## config.mk

```make
export PLATFORM = sky130hd
export DESIGN_NAME = ext_irq_ctrl
export DESIGN_NICKNAME = d
export VERILOG_FILES = /design/src/rtl/ext_irq_ctrl.sv
export SDC_FILE = /design/constraint.sdc
export NUM_CORES = 1
export LEC_CHECK = 0
export CAP_MARGIN = 20
export CORE_MARGIN = 3
export CORE_UTILIZATION = 44
export CTS_CLUSTER_DIAMETER = 120
export DETAILED_ROUTE_END_ITERATION = 16
export GPL_ROUTABILITY_DRIVEN = 0
export PLACE_DENSITY = 0.87
export SKIP_CTS_REPAIR_TIMING = 1
export SYNTH_ARGS = -nofsm -noshare
export SYNTH_HDL_FRONTEND = slang
export SYNTH_SLANG_ARGS = --single-unit
```

## constraint.sdc

```tcl
create_clock -name Clk -period 1.9 [get_ports Clk]
set_input_delay 0.38 -clock Clk [delete_from_list [all_inputs] [get_ports Clk]]
set_output_delay 0.38 -clock Clk [all_outputs]
set_load 0.01 [all_outputs]
```

## src/rtl/ext_irq_ctrl.sv

```systemverilog
// ext_irq_ctrl: external interrupt controller. This is a memory-mapped bus slave.
// It gathers up to 32 asynchronous interrupt sources. Each source is synchronised
// and latched as either edge-type or level-type pending state. The pending state
// is masked by ENABLE. A CLAIM register returns the lowest pending enabled source.
//
// Ports
//   Clk, Rst              clock, synchronous active-high reset
//   req, we, addr, be,
//   wdata                 bus request, already decoded by the bus mux
//   gnt                   grant; this is req passed through combinationally
//   rvalid, rdata, err    response, one cycle after the grant
//   src                   asynchronous active-high interrupt sources
//   irq_o                 registered OR of (PENDING & ENABLE), goes to the core
//
// Register map (byte offset from the base address)
//   0x00 PENDING  R/W1C
//   0x04 ENABLE   RW
//   0x08 MODE     RW; 1 = rising edge, 0 = level
//   0x0C CLAIM    R; returns idx+1 of the lowest pending enabled source, or 0
//   0x10 RAW      R; synchronised source levels
//   other offsets return err=1 with rdata=0
module ext_irq_ctrl #(
  parameter int          NUM_SRC   = 16,
  parameter logic [31:0] ADDR_BASE = 32'h0000_0000
) (
  input  logic               Clk,
  input  logic               Rst,
  input  logic               req,
  input  logic               we,
  input  logic [31:0]        addr,
  input  logic [3:0]         be,
  input  logic [31:0]        wdata,
  output logic               gnt,
  output logic               rvalid,
  output logic [31:0]        rdata,
  output logic               err,
  input  logic [NUM_SRC-1:0] src,
  output logic               irq_o
);

  logic [NUM_SRC-1:0] s1_q, s2_q, s3_q;
  logic [NUM_SRC-1:0] pend_q, pend_d, en_q, en_d, mode_q, mode_d;
  logic               rvalid_q, err_q, err_d, irq_q;
  logic [31:0]        rdata_q, rdata_d;

  logic               acc;
  logic [7:0]         off;
  logic [5:0]         idx;
  logic [31:0]        bm, wr_bits;
  logic [NUM_SRC-1:0] pe, rise, clr, claim_oh;
  logic [5:0]         claim_id;
  logic [31:0]        pend32, en32, mode32, raw32, rmux;

  // The bus mux qualifies req on the upper address bits. Only the low byte is decoded here.
  assign gnt     = req;
  assign acc     = req & ~Rst;
  assign off     = addr[7:0] - ADDR_BASE[7:0];
  assign idx     = off[7:2];
  assign bm      = {{8{be[3]}}, {8{be[2]}}, {8{be[1]}}, {8{be[0]}}};
  assign wr_bits = wdata & bm;

  logic unused_bits;
  assign unused_bits = ^{addr, off[1:0], wdata, bm, wr_bits};

  assign pe   = pend_q & en_q;
  assign rise = s2_q & ~s3_q;

  // Lowest index wins. Scan from the top so that the last hit is the lowest index.
  always_comb begin
    claim_id = '0;
    claim_oh = '0;
    for (int i = NUM_SRC - 1; i >= 0; i--) begin
      if (pe[i]) begin
        claim_id    = 6'(i + 1);
        claim_oh    = '0;
        claim_oh[i] = 1'b1;
      end
    end
  end

  // Zero-extended register views. Bits at NUM_SRC and above read as 0.
  always_comb begin
    pend32 = '0;  pend32[NUM_SRC-1:0] = pend_q;
    en32   = '0;  en32[NUM_SRC-1:0]   = en_q;
    mode32 = '0;  mode32[NUM_SRC-1:0] = mode_q;
    raw32  = '0;  raw32[NUM_SRC-1:0]  = s2_q;
  end

  always_comb begin
    case (idx)
      6'd0:    rmux = pend32;
      6'd1:    rmux = en32;
      6'd2:    rmux = mode32;
      6'd3:    rmux = {26'd0, claim_id};
      6'd4:    rmux = raw32;
      default: rmux = '0;
    endcase
  end

  assign rdata_d = (acc & ~we) ? rmux : '0;
  assign err_d   = acc & (idx > 6'd4);

  // A clear can come from a W1C write, or from a CLAIM read returning that bit.
  // The mode mux below ignores the clear for level sources.
  always_comb begin
    clr = '0;
    if (acc & we & (idx == 6'd0))
      clr = wr_bits[NUM_SRC-1:0];
    if (acc & ~we & (idx == 6'd3))
      clr = claim_oh;
  end

  // Edge: a new rise overrides a same-cycle clear. Level: follow s2.
  // The current MODE is used here, so a MODE write takes effect on the following cycle.
  assign pend_d = (mode_q & ((pend_q & ~clr) | rise)) | (~mode_q & s2_q);

  always_comb begin
    en_d   = en_q;
    mode_d = mode_q;
    if (acc & we & (idx == 6'd1))
      en_d = (en_q & ~bm[NUM_SRC-1:0]) | wr_bits[NUM_SRC-1:0];
    if (acc & we & (idx == 6'd2))
      mode_d = (mode_q & ~bm[NUM_SRC-1:0]) | wr_bits[NUM_SRC-1:0];
  end

  always_ff @(posedge Clk) begin
    if (Rst) begin
      s1_q     <= '0;
      s2_q     <= '0;
      s3_q     <= '0;
      pend_q   <= '0;
      en_q     <= '0;
      mode_q   <= '0;
      irq_q    <= 1'b0;
      rvalid_q <= 1'b0;
      rdata_q  <= '0;
      err_q    <= 1'b0;
    end else begin
      s1_q     <= src;
      s2_q     <= s1_q;
      s3_q     <= s2_q;
      pend_q   <= pend_d;
      en_q     <= en_d;
      mode_q   <= mode_d;
      irq_q    <= |pe;
      rvalid_q <= acc;
      rdata_q  <= rdata_d;
      err_q    <= err_d;
    end
  end

  assign rvalid = rvalid_q;
  assign rdata  = rdata_q;
  assign err    = err_q;
  assign irq_o  = irq_q;

endmodule

```

Word-level counts from Yosys, hierarchy flattened
Cells that the tools add are included.
Storage, ports and cells
  bits of input ports: 88
  register bits: 131
  word-level logic and storage cells: 80
Operators by class
  reduce and logical (&&, ||, !) cells: 3
  bitwise logic cells: 27
  order comparisons: 1
  mux-type cells: 35
  eq/ne operators: 4
Operators by type and width (count)
  $mux W16: 18
  $and A16 B16 Y16: 8
  $mux W6: 15
  $pmux W16 S5: 1
  $not A16 Y16: 4
  $or A16 B16 Y16: 4
  $reduce_or A16 Y1: 1
  $eq A6 B2 Y1 const B: 2
  $and A1 B1 Y1: 8
  $eq A6 B1 Y1 const B: 1
  $eq A6 B3 Y1 const B: 1
  $gt A6 B3 Y1 const B: 1
  $logic_not A6 Y1: 1
  $mux W5: 1
  $not A1 Y1: 3
  $reduce_or A2 Y1: 1

Logic depth before layout (Yosys ltp)
  depth in word-level cells: 23
  depth in mapped cells: 7

Worst setup path after synthesis
OpenSTA, ideal clock, no wires.
  kind: input port to flip-flop
  from: input port Rst
  to: register pend_q[14]
  stages on the path: 6
  path slack: 0.089 ns
  arrival: 1.695 ns
  path buffers: 1
  data required time: 1.783 ns
  path through: clkbuf_1 > nor3b_1 > nand4_1 > nor3_2 > nand4_1 > a22o_1
Between the ends
  longest elaborated chain between the ends: 11
  elaborated cells on any way between the ends: 13
RTL lines
  start, declared: line 27  | input logic Rst,
  $not A1 Y1: line 56  | assign acc = req & ~Rst;
  $and A1 B1 Y1: line 56
  $and A1 B1 Y1 (2 in series): line 107  | if (acc & we & (idx == 6'd0))
  $mux W16: line 107
  $mux W16: line 109  | if (acc & ~we & (idx == 6'd3))
  $not A16 Y16: line 115  | assign pend_d = (mode_q & ((pend_q & ~clr) | rise)) | (~mode_q & s2_q);
  $and A16 B16 Y16: line 115
  $or A16 B16 Y16: line 115
  $and A16 B16 Y16: line 115
  $or A16 B16 Y16: line 115
  end signal, assigned: line 142  | pend_q <= pend_d;
  end, declared: line 42  | logic [NUM_SRC-1:0] pend_q, pend_d, en_q, en_d, mode_q, mode_d;
Several ways; a longest one is shown, not always the timed one.
A chain may end at the register's enable or synchronous reset.

==> impl_metrics.sql <==
INSERT INTO impl_metrics (metric_group, metric, value, unit) VALUES
('run_status', 'result_of_the_run', 'complete, but fails checks', ''),
('run_status', 'failed_checks', 'setup timing', ''),
('timing', 'timing.final.max_slew_violations', '0', ''),
('synth', 'ys_ff_latch', '115', ''),
('routing', 'drt_first_pass_iters', '6', ''),
('setup_path', 'timing.critical_path.arrival', '2.31', 'ns'),
('power', 'switching_share', '23.5', '%'),
('clock_network', 'htree_levels', '4', ''),
('grt', 'grt_first_pass_wirelength', '19800', 'µm'),
('routing', 'routed_wl', '12500', 'µm'),
('setup_path', 'cpPeakStageDelay', '0.49', 'ns'),
('grt', 'grt_max_degree', '71', ''),
('floorplanning', 'fp-row-count', '36', ''),
('clock_network', 'tritoncts', 'done', ''),
('cells_and_area', 'post_route_cells_drive_above_1_share', '16.5', '%'),
('placed_design', 'placement.io_buffers', '63', ''),
('setup_path', 'cpMaxStageDelayCell', 'sky130_fd_sc_hd__a222oi_1', ''),
('grt', 'grt_antenna_before_repair', '0', ''),
('clock_network', 'numClockSinks', '115', ''),
('power', 'power_density', '913', 'nW/µm²'),
('clock_network', 'clk_pin_slew', '0.06', 'ns'),
('grt', 'grt-ovfl-total', '0', ''),
('timing', 'relSlewSlack', '53.9', '%'),
('setup_path', 'critical_path.max_fanout', '5', ''),
('setup_path', 'setup.worst_path.class', 'flip-flop to flip-flop', ''),
('power', 'leakage', '2.23', 'nW'),
('power', 'comb_power_share', '4.8', '%'),
('grt', 'gr_usage_total', '21.8', '%'),
('timing', 'period_minus_slack', '1.91', 'ns'),
('power', 'power.sequential.fraction', '43.8', '%'),
('timing', 'fin_crit_sh', '100', '%'),
('min_path', 'hold_path_class', 'input pin to flip-flop', ''),
('grt', 'first_global_vias', '3951', ''),
('routing', 'post_drt_wl_per_cell', '17.2', 'µm'),
('synth', 'number_of_standard_cells_after_synthesis', '476', ''),
('placed_design', 'detailed_place_hpwl', '8450', 'µm'),
('synth', 'synth_cell_types', '46', ''),
('routing', 'drc_errors', '0', ''),
('power', 'p_sw', '1.34', 'mW'),
('synth', 'syn_area_per_cell', '9.75', 'µm²'),
('floorplanning', 'die-width', '109', 'µm'),
('setup_path', 'critical_path.startpoint_type', 'flip-flop', ''),
('floorplanning', 'die_height', '109', 'µm'),
('routing', 'via_per_inst', '5.61', ''),
('setup_path', 'critical_path.endpoint_type', 'flip-flop', ''),
('cells_and_area', 'diodes', '0', ''),
('timing', 'max_clk_rate', '0.525', 'GHz'),
('power', 'ir_drop_worst_vdd', '0.546', 'mV'),
('setup_path', 'timing.critical_path.mode_cell', 'sky130_fd_sc_hd__nand4_1', ''),
('timing', 'rsz0062_at_grt', 'true', ''),
('setup_path', 'worst-endpoint-required', '2.31', 'ns'),
('synth', 'synth.cell_area', '4640', 'µm²'),
('synth', 'synth_async_sr_flop_share', '0', '%'),
('timing', 'clock-skew-final', '0.00595', 'ns'),
('floorplanning', 'die_area', '11800', 'µm²'),
('synth', 'ys.warnings.count', '0', ''),
('clock_network', 'number_of_buffers_created_by_cts', '17', ''),
('setup_path', 'timing.critical_path.cells', 'a222oi_1 -> nand4_1 -> buf_4 -> nor3_4 -> nand4_1 -> a22o_1', ''),
('power', 'power_report.internal_total', '4.35', 'mW'),
('power', 'clkPwrFrac', '51.4', '%'),
('clock_network', 'cts_buffer_depth', '2', ''),
('power', 'fin_total_pwr', '5.69', 'mW'),
('synth', 'synth-edff-count', '0', ''),
('clock_network', 'worstSkewPairLatency', '0.52', 'ns'),
('cells_and_area', 'area_delta_synth_final', '34.5', '%'),
('timing', 'timing.final.hold_violations', '0', ''),
('synth', 'seq_area_frac_synth', '49.6', '%'),
('floorplanning', 'placeableCoreArea', '10000', 'µm²'),
('routing', 'dr_total_vias', '4075', ''),
('placed_design', 'place_inst', '694', ''),
('run', 'number_of_max_capacitance_violations_reported', '0', ''),
('timing', 'post-route-worst-setup-slack', '-0.00614', 'ns'),
('routing', 'detailedRoute.firstIterationViolations', '549', ''),
('floorplanning', 'starting_density_of_the_core', '46.4', '%'),
('cells_and_area', 'final_nets', '669', ''),
('cells_and_area', 'fin_cells', '727', ''),
('synth', 'leading_register_cell_type_out_of_synthesis', 'sky130_fd_sc_hd__dfxtp_1', ''),
('timing', 'report.final.setup_viol', '2', ''),
('clock_network', 'ctsRootBufferMaster', 'sky130_fd_sc_hd__clkbuf_8', ''),
('floorplanning', 'ios', '124', ''),
('timing', 'tightest_slew', '0.691', 'ns'),
('routing', 'antenna_left', '0', '');
final timing paths:
kind	startpoint	to	slack, ns	cells after the start
max reg2reg	flip-flop	pend_q[14]	-0.006	6
min reg2reg	s1_q[3]	s2_q[3]	0.43	1
max	flip-flop	pend_q[14]	-0.006	6
min	Rst	rvalid	0.23	3
logic make-up after synthesis:
logic type      share of synthesized area (%)
other cells                            0.0808
simple gates                             23.3
buf+inv                                  4.45
compound gates                           15.4
flops                                    49.6
mux                                      7.15
layout make-up:
class / count / area [µm²]
fill: 786 / 3760
sequential: 115 / 2300
multi-input combinational: 341 / 2210
timing repair buffer: 105 / 1010
clock buffer: 18 / 418
tap: 133 / 166
clock inverter: 14 / 130
inverter: 1 / 3.75
worst max-delay path, delay by kind of cell, from the launching register on:
family                 cells  cell delay [ns]
AOI/OAI and AO/OA          2             0.73
buffers and inverters      1             0.19
DFF                        1             0.34
and+or+nand+nor            3             0.54
metal layers:
| layer | vias up | wire [µm] | track usage (%) |
|---|---|---|---|
| met3 | 62 | 1140 | 5.33 |
| li1 | 1891 | - | - |
| met1 | 1871 | 4840 | 26.3 |
| met5 | - | 0 | 0 |
| met4 | 0 | 521 | 11.4 |
| met2 | 251 | 5970 | 36.1 |
cell usage in the layout (no fill, tap or decap), types with 2 or more instances in the layout:
master                            instances
sky130_fd_sc_hd__clkdlybuf4s50_1         61
sky130_fd_sc_hd__clkinv_4                 2
sky130_fd_sc_hd__a22oi_1                  5
sky130_fd_sc_hd__clkinvlp_4               5
sky130_fd_sc_hd__nor2_4                   4
sky130_fd_sc_hd__dfxtp_1                114
sky130_fd_sc_hd__buf_12                   5
sky130_fd_sc_hd__a222oi_1                 6
sky130_fd_sc_hd__o21ai_2                  2
sky130_fd_sc_hd__inv_6                    4
sky130_fd_sc_hd__o21ai_0                  3
sky130_fd_sc_hd__a32oi_1                  2
sky130_fd_sc_hd__nand2_1                 62
sky130_fd_sc_hd__a31oi_1                  5
sky130_fd_sc_hd__clkinv_2                 2
sky130_fd_sc_hd__a22o_1                  28
sky130_fd_sc_hd__nor3_4                   3
sky130_fd_sc_hd__a221oi_1                12
sky130_fd_sc_hd__nor2_1                  42
sky130_fd_sc_hd__buf_4                   36
sky130_fd_sc_hd__conb_1                  16
sky130_fd_sc_hd__nand3_1                  6
sky130_fd_sc_hd__clkbuf_16               16
sky130_fd_sc_hd__nand3b_1                 3
sky130_fd_sc_hd__o211ai_1                 2
sky130_fd_sc_hd__mux2i_1                 32
sky130_fd_sc_hd__a21oi_1                  4
sky130_fd_sc_hd__nor2_2                   7
sky130_fd_sc_hd__nand4_1                 10
sky130_fd_sc_hd__and2_1                   3
sky130_fd_sc_hd__nor2b_1                 50
sky130_fd_sc_hd__a211oi_1                17
synthesized netlist by cell type (2+ instances only):
cell type                  count  area (µm²)
sky130_fd_sc_hd__dfxtp_1     115        2300
sky130_fd_sc_hd__nand2_1      62         233
sky130_fd_sc_hd__nor2b_1      50         313
sky130_fd_sc_hd__nor2_1       42         158
sky130_fd_sc_hd__mux2i_1      32         320
sky130_fd_sc_hd__a22o_1       28         245
sky130_fd_sc_hd__a211oi_1     17         128
sky130_fd_sc_hd__buf_4        17         128
sky130_fd_sc_hd__a221oi_1     12         105
sky130_fd_sc_hd__nand4_1      10        62.6
sky130_fd_sc_hd__clkbuf_1      9        33.8
sky130_fd_sc_hd__nand3_1       7        35.0
sky130_fd_sc_hd__nor2_2        7        43.8
sky130_fd_sc_hd__a222oi_1      6        60.1
sky130_fd_sc_hd__a22oi_1       5        37.5
sky130_fd_sc_hd__a31oi_1       5        31.3
sky130_fd_sc_hd__o21ai_0       5        25.0
sky130_fd_sc_hd__a21oi_1       4        20.0
sky130_fd_sc_hd__buf_1         4        15.0
sky130_fd_sc_hd__nor2_4        4        45.0
sky130_fd_sc_hd__and2_1        3        18.8
sky130_fd_sc_hd__buf_2         3        15.0
sky130_fd_sc_hd__nand3b_1      3        22.5
sky130_fd_sc_hd__a32oi_1       2        17.5
sky130_fd_sc_hd__nor3_4        2        32.5
sky130_fd_sc_hd__o211ai_1      2        15.0
metrics by stage:
step           instance area, µm²  util, %  hold WS, ns  worst slack (ns)   TNS, ns
5_1_grt                      6240     62.4        0.251           -0.0311   -0.0745
6_report                     6240     62.4        0.226          -0.00614  -0.00703
4_1_cts                      6200     62.0        0.221           -0.0619    -0.162
3_5_place_dp                 5660     56.6        0.420            -0.491    -24.22
3_3_place_gp                 5660     56.6        0.420            -0.437    -21.42
2_1_floorplan                4700        -        0.414            0.0886         0
power by group through the flow:
| stage | combinational (mW) | clock (mW) | sequential, mW |
|---|---|---|---|
| 2_1_floorplan | 0.134 | 0 | 2.54 |
| 3_3_place_gp | 0.262 | 0 | 2.54 |
| 3_5_place_dp | 0.268 | 0 | 2.54 |
| 4_1_cts | 0.271 | 2.94 | 2.49 |
| 5_1_grt | 0.293 | 3.06 | 2.50 |
| 6_report | 0.273 | 2.93 | 2.50 |
No activity file was read; power rests on OpenSTA's default activity.
